## src/rtl/map_access_arbiter.sv

```systemverilog
// map_access_arbiter
//
// Shares one combinational map lookup port between two requesters:
// r0 (renderer, high priority) and r1 (game logic, low priority).
// Each accepted request is translated from a screen-relative column to an
// absolute map column using the current scroll offset. The result is
// presented on map_y/map_x one cycle after the grant. The map colour and
// block state are returned to the owner two cycles after the grant.
//
// Ports
//   clk, rst            clock and synchronous active-high reset
//   scroll_tick         advance scroll_offset by one column (wraps)
//   rN_req/row/col      lookup request from requester N
//   rN_gnt              request accepted this cycle (combinational)
//   rN_valid            one-cycle response pulse
//   rN_rgb/state        response data, held until the next response for N
//   map_y, map_x        registered lookup address into the map
//   map_r/g/b           map colour (combinational from map_y/map_x)
//   map_block_state     map block state (combinational from map_y/map_x)
//   scroll_offset       current scroll offset
module map_access_arbiter #(
  parameter int MAP_ROWS     = 5,
  parameter int MAP_COLS     = 100,
  parameter int STARVE_LIMIT = 4
) (
  input  logic        clk,
  input  logic        rst,
  input  logic        scroll_tick,
  input  logic        r0_req,
  input  logic [2:0]  r0_row,
  input  logic [6:0]  r0_col,
  output logic        r0_gnt,
  output logic        r0_valid,
  output logic [11:0] r0_rgb,
  output logic [2:0]  r0_state,
  input  logic        r1_req,
  input  logic [2:0]  r1_row,
  input  logic [6:0]  r1_col,
  output logic        r1_gnt,
  output logic        r1_valid,
  output logic [11:0] r1_rgb,
  output logic [2:0]  r1_state,
  output logic [2:0]  map_y,
  output logic [6:0]  map_x,
  input  logic [3:0]  map_r,
  input  logic [3:0]  map_g,
  input  logic [3:0]  map_b,
  input  logic [2:0]  map_block_state,
  output logic [6:0]  scroll_offset
);

  localparam int              SW         = $clog2(STARVE_LIMIT + 1);
  localparam logic [SW-1:0]   STARVE_MAX = SW'(STARVE_LIMIT);
  localparam logic [3:0]      ROW_LIM    = 4'(MAP_ROWS);
  localparam logic [7:0]      COL_LIM    = 8'(MAP_COLS);
  localparam logic [6:0]      OFF_LAST   = 7'(MAP_COLS - 1);

  logic [SW-1:0] starve_cnt;
  logic          force_r1;
  logic          any_gnt;
  logic [2:0]    sel_row;
  logic [6:0]    sel_col;
  logic [7:0]    col_sum;
  logic [6:0]    abs_col;
  logic          sel_oob;

  // Lookup stage: one entry per accepted request, tagged with its owner
  logic          s1_valid;
  logic          s1_tag;
  logic          s1_oob;

  logic [11:0]   resp_rgb;
  logic [2:0]    resp_state;

  // Once r1 has waited STARVE_LIMIT cycles it overrides r0 for one cycle.
  // Nothing is granted while reset is held.
  assign force_r1 = r1_req && (starve_cnt == STARVE_MAX);
  assign r0_gnt   = !rst && r0_req && !force_r1;
  assign r1_gnt   = !rst && r1_req && (force_r1 || !r0_req);
  assign any_gnt  = r0_gnt || r1_gnt;

  assign sel_row = r1_gnt ? r1_row : r0_row;
  assign sel_col = r1_gnt ? r1_col : r0_col;

  // The sum of a legal column and the offset is below 2*MAP_COLS, so a
  // single conditional subtract is enough to wrap it. The offset register
  // is read here before any tick in this cycle takes effect.
  always_comb begin
    col_sum = {1'b0, sel_col} + {1'b0, scroll_offset};
    if (col_sum >= COL_LIM) begin
      abs_col = 7'(col_sum - COL_LIM);
    end else begin
      abs_col = col_sum[6:0];
    end
    sel_oob = ({1'b0, sel_row} >= ROW_LIM) || ({1'b0, sel_col} >= COL_LIM);
  end

  // Out-of-range requests return a fixed "nothing here" answer instead of
  // map data.
  always_comb begin
    if (s1_oob) begin
      resp_rgb   = 12'h000;
      resp_state = 3'b111;
    end else begin
      resp_rgb   = {map_r, map_g, map_b};
      resp_state = map_block_state;
    end
  end

  // Starvation counter for r1: it counts denied cycles and saturates.
  always_ff @(posedge clk) begin
    if (rst) begin
      starve_cnt <= '0;
    end else if (!r1_req || r1_gnt) begin
      starve_cnt <= '0;
    end else if (starve_cnt != STARVE_MAX) begin
      starve_cnt <= starve_cnt + 1'b1;
    end
  end

  always_ff @(posedge clk) begin
    if (rst) begin
      scroll_offset <= '0;
    end else if (scroll_tick) begin
      scroll_offset <= (scroll_offset == OFF_LAST) ? 7'd0 : scroll_offset + 7'd1;
    end
  end

  // Address stage: the map address only moves for legal grants, so idle
  // cycles and out-of-range requests leave the map port untouched.
  always_ff @(posedge clk) begin
    if (rst) begin
      s1_valid <= 1'b0;
      s1_tag   <= 1'b0;
      s1_oob   <= 1'b0;
      map_y    <= '0;
      map_x    <= '0;
    end else begin
      s1_valid <= any_gnt;
      s1_tag   <= r1_gnt;
      s1_oob   <= sel_oob;
      if (any_gnt && !sel_oob) begin
        map_y <= sel_row;
        map_x <= abs_col;
      end
    end
  end

  // Response stage: the owner's data registers update only on its own
  // response. Only one stage-1 entry exists, so the two valids are exclusive.
  always_ff @(posedge clk) begin
    if (rst) begin
      r0_valid <= 1'b0;
      r1_valid <= 1'b0;
      r0_rgb   <= '0;
      r0_state <= '0;
      r1_rgb   <= '0;
      r1_state <= '0;
    end else begin
      r0_valid <= s1_valid && !s1_tag;
      r1_valid <= s1_valid && s1_tag;
      if (s1_valid && !s1_tag) begin
        r0_rgb   <= resp_rgb;
        r0_state <= resp_state;
      end
      if (s1_valid && s1_tag) begin
        r1_rgb   <= resp_rgb;
        r1_state <= resp_state;
      end
    end
  end

endmodule

```

## config.mk

```make
export PLATFORM = sky130hd
export DESIGN_NAME = map_access_arbiter
export DESIGN_NICKNAME = d
export VERILOG_FILES = /design/src/rtl/map_access_arbiter.sv
export SDC_FILE = /design/constraint.sdc
export NUM_CORES = 1
export LEC_CHECK = 0
export CAP_MARGIN = 30
export CORE_UTILIZATION = 23
export CTS_CLUSTER_DIAMETER = 30
export DETAILED_ROUTE_END_ITERATION = 12
export GPL_ROUTABILITY_DRIVEN = 0
export HOLD_SLACK_MARGIN = 0.1
export SKIP_LAST_GASP = 1
export SYNTH_ARGS = -nofsm -noshare
export SYNTH_HDL_FRONTEND = slang
export SYNTH_SLANG_ARGS = --single-unit
```

## constraint.sdc

```tcl
create_clock -name clk -period 8.5 [get_ports clk]
set_input_delay 0.85 -clock clk [delete_from_list [all_inputs] [get_ports clk]]
set_output_delay 0.85 -clock clk [all_outputs]
set_load 0.1 [all_outputs]
```

Yosys cells after proc, flatten, opt, wreduce, memory -nomap -nowiden
Index checks and enable logic that the tools add are counted.

Output and inout port bits: 51. Input port bits: 40. Bits in registers: 55. Logic and storage cells: 48.

$lt $le $gt $ge: 3. Reduce and logical (&&, ||, !) cells: 19. Eq/ne operators: 3. Mux-type cells: 6. Add/subtract/negate cells: 4.

Operators by type and width (count): $mux 7 (3); $mux 12 (1); $add 7x7->8 (1); $ge 8x7->1 const B (1); $logic_and 1x1->1 (8); $add 7x1->7 const B (1); $eq 7x7->1 const B (1); $ge 7x7->1 const B (1); $sub 7x7->7 const B (1); $logic_not 1->1 (6); $mux 3 (2); $logic_or 1x1->1 (4); $add 3x1->3 const B (1); $eq 3x3->1 const B (1); $ge 3x3->1 const B (1); $ne 3x3->1 const B (1); $reduce_or 2->1 (1).

Depth between registers and ports, before layout
Gate-level depths: netlist of the first run.

Depth in word-level cells: 9. Gate-level depth with buffers: 19. Depth with buffers taken out: 18.

Worst setup path before layout of the first run
Ideal clock, no wire load.

Kind: input to register. From: input port rst. To: register map_x[4]. Arrival time: 4965 ps. Stages: 17. Data required time: 8380 ps. Buffers on the path: 2. Slack: 3415 ps. Cells stage by stage: buf_2 > nand2b_1 > a21oi_1 > clkbuf_1 > mux2_2 > ha_1 > inv_1 > fa_1 > xnor2_1 > inv_1 > ha_1 > a21oi_1 > nor3_1 > a211oi_4 > a21oi_2 > o21a_1 > o31a_1.

Word-level cells in the longest chain between the ends: 8. Elaborated cells on any way between the ends: 17.

Ends and longest elaborated chain: from (decl) (RTL line 27) `input logic rst,`; $logic_not 1->1 (*) (RTL line 79) `assign r1_gnt = !rst && r1_req && (force_r1 || !r0_req);`; $logic_and 1x1->1 (*) (2 in series) (RTL line 79); via r1_gnt (RTL line 39) `output logic r1_gnt,`; branches (longest 5 deep; another with $add 7x7->8); to (signal assigned) (RTL line 144) `map_x <= abs_col;`; to (decl) (RTL line 44) `output logic [6:0] map_x,`.

Mark *: on every way through the listed nets, which the timed path passes. A chain may end at the register's enable or synchronous reset.

Worst setup path in the final report of the first run
From: input port rst. To: register map_x[3].

Word-level cells in the longest chain between the ends: 8. Elaborated cells on any way between the ends: 17.

Ends and longest elaborated chain: branches (longest 8 deep; another with $add 7x7->8).

Parallel ways; which one is timed is not known.

==> results of run 1 <==
==> sequential cells by signal, indices dropped and copies added (netlist names), 3 cells and up <==
signal / count
r1_rgb: 12
r0_rgb: 12
r0_state: 3
scroll_offset: 7
r1_state: 3
starve_cnt: 3
map_x: 7
map_y: 3
==> per-layer routing <==
metal,share of wire [%],vias up,routed length [microns]
met5,0,-,0
met4,2.0,0,149
met3,5.2,13,394
met2,47,87,3560
met1,46,1175,3440
li1,-,1279,-
==> power by group through the flow <==
stage	logic, mW	clock network (mW)	registers, mW
after global placement	0.200	0	0.286
final	0.202	0.204	0.280
after floorplan	0.0674	0	0.362
after global routing	0.214	0.221	0.282
after detailed placement	0.202	0	0.286
after CTS	0.203	0.210	0.280
==> how the worst max path moves through the flow <==
stage          start  endpoint  depth (start not counted)
2_1_floorplan    rst  map_x[4]                         17
4_1_cts          rst  map_x[3]                         19
3_5_place_dp     rst  map_x[3]                         19
6_report         rst  map_x[3]                         19
3_3_place_gp     rst  map_x[3]                         19
5_1_grt          rst  map_x[3]                         19
==> cells in the mapped netlist (2+ instances only) <==
cell type / count
a211oi_1: 12
a21o_1: 3
a21oi_1: 34
a311oi_1: 2
and2_1: 4
buf_2: 3
clkbuf_1: 13
dfxtp_1: 55
ha_1: 13
inv_1: 10
mux2_2: 7
mux2i_1: 8
nand2_1: 60
nand2b_1: 3
nand3_1: 3
nand3b_1: 3
nand4_1: 4
nor2_1: 34
nor2b_1: 13
nor3_1: 4
o21a_1: 2
o21ai_0: 7
o311ai_0: 2
or3_1: 2
xnor2_1: 6
xor2_1: 4
==> per-stage QoR <==
stage / worst slack, ns / hold WS, ns / area, sq um / util, %
final: 3.85 / 0.454 / 3880 / 33.9
after global routing: 3.57 / 0.476 / 3880 / 33.9
after CTS: 3.85 / 0.456 / 3880 / 33.8
after detailed placement: 3.56 / 0.446 / 3730 / 32.6
after global placement: 3.70 / 0.442 / 3730 / 32.6
after floorplan: 3.42 / 0.479 / 2710 / -
==> critical path, stage by stage <==
cell	delay (ns)
clkdlybuf4s50_1	0.40
buf_4	0.27
nand2b_1	0.21
a21oi_1	0.11
buf_4	0.24
mux2_2	0.38
ha_1	0.28
a21o_1	0.18
a21oi_1	0.22
xnor2_1	0.20
inv_1	0.11
ha_1	0.22
nand3b_1	0.10
a21oi_1	0.07
nor3_1	0.30
a211oi_4	0.08
a21oi_2	0.25
mux2i_1	0.21
a211oi_1	0.08
==> logic make-up (layout without fill, tap and decap cells) <==
kind of cell    count (synthesis)  in the layout  share of synthesized area, %
compound gates                 71             71                          17.0
xor+xnor                       10             10                          3.23
fa+ha+maj                      14             14                          6.75
buf+inv                        27            112                          4.16
flops                          55             55                          40.7
mux                            15             15                          5.87
simple gates                  134            134                          22.4
==> final cells by class <==
class / count / area [sq um]
Tap cell: 143 / 179
Multi-Input combinational cell: 244 / 1490
Clock buffer: 6 / 129
Fill cell: 1190 / 7580
Inverter: 10 / 37.5
Timing Repair Buffer: 94 / 928
Clock inverter: 2 / 16.3
Sequential cell: 55 / 1100
==> impl_metrics.prom, run 1 <==
# TYPE chip_impl_metric gauge
chip_impl_metric{name="fin_setup_tns",unit="ns"} 0
chip_impl_metric{name="ctsLongestPathBuffers",unit=""} 2
chip_impl_metric{name="setup-violations-final",unit=""} 0
chip_impl_info{name="worst-setup-path-type",value="input pin to flop"} 1
chip_impl_metric{name="power.density",unit="nW/um^2"} 177
chip_impl_metric{name="netSwitchingFraction",unit="%"} 35.1
chip_impl_metric{name="max_fanout_on_critical_path",unit=""} 45
chip_impl_info{name="top_usage_layer",value="met2"} 1
chip_impl_info{name="crit-reg2reg-capture",value="map_x[3]"} 1
chip_impl_metric{name="max_freq",unit="MHz"} 215
chip_impl_metric{name="numClockSinks",unit=""} 55
chip_impl_info{name="status",value="finished, final reports clean"} 1
chip_impl_metric{name="timing.max_slew.rel_slack",unit="%"} 32.6
chip_impl_metric{name="place_hpwl",unit="microns"} 5780
chip_impl_metric{name="ffs_latches_synth",unit=""} 55
chip_impl_metric{name="leakage",unit="nW"} 1.40
chip_impl_info{name="hold_path_class",value="flop to flop"} 1
chip_impl_metric{name="p_switching",unit="mW"} 0.241
chip_impl_metric{name="p_comb_share",unit="%"} 29.5
chip_impl_metric{name="maxSlewViolCount",unit=""} 0
chip_impl_metric{name="die_width",unit="microns"} 111
chip_impl_metric{name="chipHeight",unit="microns"} 111
chip_impl_metric{name="numCtsBuffers",unit=""} 5
chip_impl_metric{name="cts_hold_repair.buffers",unit=""} 0
chip_impl_metric{name="grt_antenna_before_repair",unit=""} 0
chip_impl_metric{name="floorplan.io_pins",unit=""} 91
chip_impl_metric{name="placed_cells_incl_taps",unit=""} 545
chip_impl_info{name="synth-main-ff-cell",value="dfxtp_1"} 1
chip_impl_info{name="setup.worst_path.start_class",value="input pin"} 1
chip_impl_metric{name="postCtsSetupBuffers",unit=""} 0
chip_impl_metric{name="global_route.usage.met2",unit="%"} 20.8
chip_impl_metric{name="synthesis.area_per_instance",unit="sq um"} 8.31
chip_impl_metric{name="power",unit="mW"} 0.686
chip_impl_metric{name="grt_remaining_overflow",unit=""} 0
chip_impl_metric{name="power_report.internal_total",unit="mW"} 0.446
chip_impl_metric{name="ctsHtreeMaxLevel",unit=""} 2
chip_impl_info{name="most_frequent_cells_in_the_layout",value="clkdlybuf4s50_1 (90), nand2_1 (60), dfxtp_1 (55), a21oi_1 (34), nor2_1 (34)"} 1
chip_impl_metric{name="floorplan.initialDensity",unit="%"} 23.6
chip_impl_metric{name="first_iter_violations",unit=""} 108
chip_impl_metric{name="worst-slew-pin-transition",unit="ns"} 1.01
chip_impl_metric{name="drcViolationCount",unit=""} 0
chip_impl_metric{name="global_route_wire_length_before_repair",unit="microns"} 12100
chip_impl_info{name="cts_tree",value="yes"} 1
chip_impl_metric{name="vdd.ir_drop.worst",unit="uV"} 77.6
chip_impl_metric{name="die_area",unit="sq um"} 12200
chip_impl_metric{name="synth.yosys.seq_area_share",unit="%"} 40.7
chip_impl_metric{name="synth_area",unit="sq um"} 2710
chip_impl_metric{name="detail_route.vias_per_cell",unit=""} 4.61
chip_impl_metric{name="area_share_of_the_largest_cell_type_after_synthesis",unit="%"} 40.7
chip_impl_metric{name="syn-instance-count",unit=""} 326
chip_impl_metric{name="grt_usage",unit="%"} 12.2
chip_impl_info{name="whs_endpoint",value="r1_rgb[11]"} 1
chip_impl_metric{name="insertedDiodeCount",unit=""} 0
chip_impl_metric{name="area_growth",unit="%"} 43.5
chip_impl_metric{name="detail_route.wl_per_cell",unit="microns"} 13.6
chip_impl_metric{name="synth_cell_type_count",unit=""} 41
chip_impl_metric{name="finalClockSkew",unit="ns"} 0.00752
chip_impl_metric{name="post_route_cells_drive_above_1_share",unit="%"} 5.84
chip_impl_info{name="mostFrequentLayoutCell",value="clkdlybuf4s50_1"} 1
chip_impl_metric{name="fin_cells",unit=""} 554
chip_impl_metric{name="synthesis.nets",unit=""} 380
chip_impl_info{name="setup.worst_path.end_class",value="flop"} 1
chip_impl_info{name="timing.hold.worst.start",value="r1_rgb[11]"} 1
chip_impl_metric{name="edff_count_synth",unit=""} 0
chip_impl_metric{name="grt_use_met3",unit="%"} 2.96
chip_impl_metric{name="num_vias",unit=""} 2554
chip_impl_info{name="yosys-top-cells-area",value="dfxtp_1 (41%), nand2_1 (8.3%), a21oi_1 (6.3%)"} 1
chip_impl_info{name="rsz0062_at_grt",value="false"} 1
chip_impl_info{name="worst_r2r_startpoint",value="starve_cnt[0]"} 1
chip_impl_metric{name="power.sequential.fraction",unit="%"} 40.8
chip_impl_metric{name="via_count_of_the_first_global_routing_pass",unit=""} 2430
chip_impl_metric{name="wl",unit="microns"} 7550
chip_impl_metric{name="worstRegToRegCells",unit=""} 19
chip_impl_info{name="synthDominantAreaCellType",value="dfxtp_1"} 1
chip_impl_metric{name="clock_power_share",unit="%"} 29.7
chip_impl_metric{name="clkTransAtPathRegs",unit="ns"} 0.07
chip_impl_metric{name="core_area",unit="sq um"} 11500
chip_impl_metric{name="fin_nets",unit=""} 464
chip_impl_metric{name="final-hold-violation-count",unit=""} 0
chip_impl_metric{name="setup.reg_to_reg.worst_slack",unit="ns"} 4.60
chip_impl_metric{name="rows",unit=""} 39
chip_impl_metric{name="buffer_ports.inserted",unit=""} 90
chip_impl_metric{name="final.min_clock_period",unit="ns"} 4.65
chip_impl_metric{name="drt_first_pass_iters",unit=""} 4
chip_impl_metric{name="antenna_left",unit=""} 0
chip_impl_metric{name="largest_net_degree_at_the_start_of_global_routing",unit=""} 46
chip_impl_metric{name="hold-path-cell-count",unit=""} 2
chip_impl_metric{name="clkLatencyLatePin",unit="ns"} 0.29
chip_impl_metric{name="max-cap-violations",unit=""} 0
chip_impl_metric{name="postCtsResizedCells",unit=""} 0
chip_impl_metric{name="gr-usage-met1",unit="%"} 15.1
chip_impl_metric{name="synth-async-reset-ratio",unit="%"} 0
chip_impl_info{name="clockRootBuffer",value="clkbuf_16"} 1
chip_impl_metric{name="critPathArrivalTime",unit="ns"} 4.80
chip_impl_metric{name="required_time_at_the_worst_slack_endpoint",unit="ns"} 8.64
chip_impl_metric{name="yosys_synthesis_warning_count",unit=""} 0
chip_impl_metric{name="final_cycle_utilization_of_the_critical_path",unit="%"} 54.7
Note: power is estimated with default switching activity, not from simulation.
==> inputs of run 2 (changes only) <==
==> constraint.sdc (replaced) <==
create_clock -name clk -period 4.2 [get_ports clk]
set_input_delay 0.42 -clock clk [delete_from_list [all_inputs] [get_ports clk]]
set_output_delay 0.42 -clock clk [all_outputs]
set_load 0.1 [all_outputs]
==> run 2 against run 1 <==
- via count is 1.8% lower
- sequential cell count stayed put
- sequential share of layout area is 0.50 points lower
- worst hold slack hardly changed
- core utilization is 0.61 points higher
- critical path type unchanged
- largest power group unchanged
==> impl_metrics.prom, run 2 (synthesized netlist as in run 1, its figures left out) <==
# TYPE chip_impl_metric gauge
chip_impl_info{name="status",value="finished, final reports clean"} 1
chip_impl_metric{name="place_hpwl",unit="microns"} 5570
chip_impl_info{name="top_regs",value="r0_rgb (12), r1_rgb (12)"} 1
chip_impl_info{name="timing.hold.worst.start",value="r0_rgb[11]"} 1
chip_impl_metric{name="vdd.ir_drop.worst",unit="uV"} 179
chip_impl_metric{name="clkLatencyLatePin",unit="ns"} 0.29
chip_impl_metric{name="worst-slew-pin-transition",unit="ns"} 1.01
chip_impl_metric{name="max_freq",unit="MHz"} 252
chip_impl_metric{name="clock_power_share",unit="%"} 32.0
chip_impl_metric{name="detail_route.vias_per_cell",unit=""} 4.50
chip_impl_metric{name="setup.reg_to_reg.worst_slack",unit="ns"} 0.28
chip_impl_metric{name="core_area",unit="sq um"} 11500
chip_impl_metric{name="buffer_ports.inserted",unit=""} 90
chip_impl_info{name="worst_r2r_startpoint",value="starve_cnt[0]"} 1
chip_impl_metric{name="rows",unit=""} 39
chip_impl_metric{name="hold-path-cell-count",unit=""} 2
chip_impl_metric{name="final-hold-violation-count",unit=""} 0
chip_impl_info{name="crit-reg2reg-capture",value="map_x[4]"} 1
chip_impl_metric{name="final_cycle_utilization_of_the_critical_path",unit="%"} 94.7
chip_impl_info{name="mostFrequentLayoutCell",value="clkdlybuf4s50_1"} 1
chip_impl_metric{name="timing.max_slew.rel_slack",unit="%"} 32.7
chip_impl_info{name="crit_path_start",value="rst"} 1
chip_impl_metric{name="antenna_left",unit=""} 0
chip_impl_metric{name="leakage",unit="nW"} 1.44
chip_impl_metric{name="numClockSinks",unit=""} 55
chip_impl_metric{name="post_dp_area",unit="sq um"} 3760
chip_impl_metric{name="area_growth",unit="%"} 46.1
chip_impl_metric{name="final.min_clock_period",unit="ns"} 3.98
chip_impl_metric{name="die_area",unit="sq um"} 12200
chip_impl_metric{name="max-cap-violations",unit=""} 0
chip_impl_metric{name="insertedDiodeCount",unit=""} 0
chip_impl_metric{name="worstRegToRegCells",unit=""} 18
chip_impl_metric{name="largest_net_degree_at_the_start_of_global_routing",unit=""} 45
chip_impl_metric{name="fin_setup_tns",unit="ns"} 0
chip_impl_metric{name="via_count_of_the_first_global_routing_pass",unit=""} 2440
chip_impl_metric{name="final_cell_area",unit="sq um"} 3960
chip_impl_metric{name="power.density",unit="nW/um^2"} 365
chip_impl_metric{name="maxSlewViolCount",unit=""} 0
chip_impl_metric{name="ctsLongestPathBuffers",unit=""} 2
chip_impl_metric{name="required_time_at_the_worst_slack_endpoint",unit="ns"} 4.38
chip_impl_info{name="hold_path_class",value="flop to flop"} 1
chip_impl_info{name="clockRootBuffer",value="clkbuf_16"} 1
chip_impl_metric{name="max_fanout_on_critical_path",unit=""} 4
chip_impl_metric{name="floorplan.io_pins",unit=""} 91
chip_impl_info{name="most_frequent_cells_in_the_layout",value="clkdlybuf4s50_1 (88), nand2_1 (60), dfxtp_1 (55), a21oi_1 (34), nor2_1 (34)"} 1
chip_impl_metric{name="chipHeight",unit="microns"} 111
chip_impl_metric{name="ctsHtreeMaxLevel",unit=""} 2
chip_impl_metric{name="cts_hold_repair.buffers",unit=""} 0
chip_impl_metric{name="p_comb_share",unit="%"} 28.9
chip_impl_metric{name="die_width",unit="microns"} 111
chip_impl_info{name="rsz0062_at_grt",value="false"} 1
chip_impl_metric{name="p_switching",unit="mW"} 0.483
chip_impl_info{name="cts_tree",value="yes"} 1
chip_impl_metric{name="num_vias",unit=""} 2508
chip_impl_metric{name="numCtsBuffers",unit=""} 5
chip_impl_metric{name="power_report.internal_total",unit="mW"} 0.960
chip_impl_metric{name="grt_remaining_overflow",unit=""} 0
chip_impl_info{name="setup.worst_path.start_class",value="input pin"} 1
chip_impl_metric{name="fin_nets",unit=""} 468
chip_impl_metric{name="drcViolationCount",unit=""} 0
chip_impl_metric{name="netSwitchingFraction",unit="%"} 33.5
chip_impl_metric{name="global_route_wire_length_before_repair",unit="microns"} 12200
chip_impl_metric{name="finalClockSkew",unit="ns"} 0.00458
chip_impl_metric{name="detail_route.wl_per_cell",unit="microns"} 13.3
chip_impl_info{name="crit_path_end",value="map_x[4]"} 1
chip_impl_metric{name="setup-violations-final",unit=""} 0
chip_impl_metric{name="critPathArrivalTime",unit="ns"} 4.16
chip_impl_metric{name="clkTransAtPathRegs",unit="ns"} 0.07
chip_impl_metric{name="power.sequential.fraction",unit="%"} 39.2
chip_impl_info{name="setup.worst_path.end_class",value="flop"} 1
chip_impl_metric{name="wl",unit="microns"} 7420
chip_impl_info{name="worst-setup-path-type",value="input pin to flop"} 1
chip_impl_metric{name="floorplan.initialDensity",unit="%"} 23.6
chip_impl_metric{name="first_iter_violations",unit=""} 148
chip_impl_metric{name="grt_antenna_before_repair",unit=""} 0
chip_impl_metric{name="grt_usage",unit="%"} 12.3
chip_impl_metric{name="post_route_cells_drive_above_1_share",unit="%"} 7.49
chip_impl_metric{name="drt_first_pass_iters",unit=""} 4
## run 2: what timing repair did
item,CTS,global route
gates resized for setup,0,2
buffers inserted,0,3
setup endpoints to repair,0,3
## run 2: how the worst min path moves through the flow
stage,end,slack (ns)
final,r0_rgb[11],0.45
after global routing,r0_rgb[2],0.48
after CTS,r0_rgb[4],0.46
after detailed placement,r1_rgb[10],0.45
after global placement,r1_rgb[11],0.44
after floorplan,starve_cnt[0],0.48
## run 2: routing by layer
| metal | wire length, microns | share of wire [%] | global-route usage [%] |
|---|---|---|---|
| met5 | 0 | 0 | 0 |
| met4 | 105 | 1.4 | 3.73 |
| met3 | 417 | 5.6 | 3.02 |
| met2 | 3280 | 44 | 19.8 |
| met1 | 3610 | 49 | 16.2 |
## run 2: cell type report
class,count,area (sq um)
Clock buffer,5,125
Clock inverter,2,37.5
Fill cell,1214,7510
Inverter,10,37.5
Multi-Input combinational cell,244,1510
Sequential cell,55,1100
Tap cell,143,179
Timing Repair Buffer,98,968
## run 2: critical path: stages
cell	delay [ns]
clkdlybuf4s50_1	0.45
nand2b_1	0.18
a21oi_1	0.20
buf_4	0.18
mux2_2	0.35
ha_1	0.28
a21o_1	0.18
a21oi_1	0.20
xnor2_1	0.21
inv_1	0.11
ha_1	0.26
a21oi_1	0.20
nor3_2	0.08
a211oi_4	0.29
a21oi_4	0.11
o21a_1	0.19
o31a_1	0.26
## run 2: metrics by stage
stage	cells	hold WS [ns]	util (%)	worst slack, ns	total power [mW]
floorplan	326	0.479	-	0.137	0.870
global placement	547	0.442	32.8	0.0237	0.986
detailed placement	547	0.446	32.8	-0.122	0.991
CTS	554	0.456	34.2	0.161	1.46
global route	557	0.475	34.5	0.00899	1.51
finish	557	0.454	34.5	0.224	1.44
## run 2: power by group through the flow
stage / Combinational [mW] / Sequential, mW / Clock [mW]
6_report: 0.417 / 0.565 / 0.462
4_1_cts: 0.414 / 0.566 / 0.475
3_3_place_gp: 0.409 / 0.577 / 0
2_1_floorplan: 0.136 / 0.733 / 0
3_5_place_dp: 0.413 / 0.578 / 0
5_1_grt: 0.443 / 0.569 / 0.499
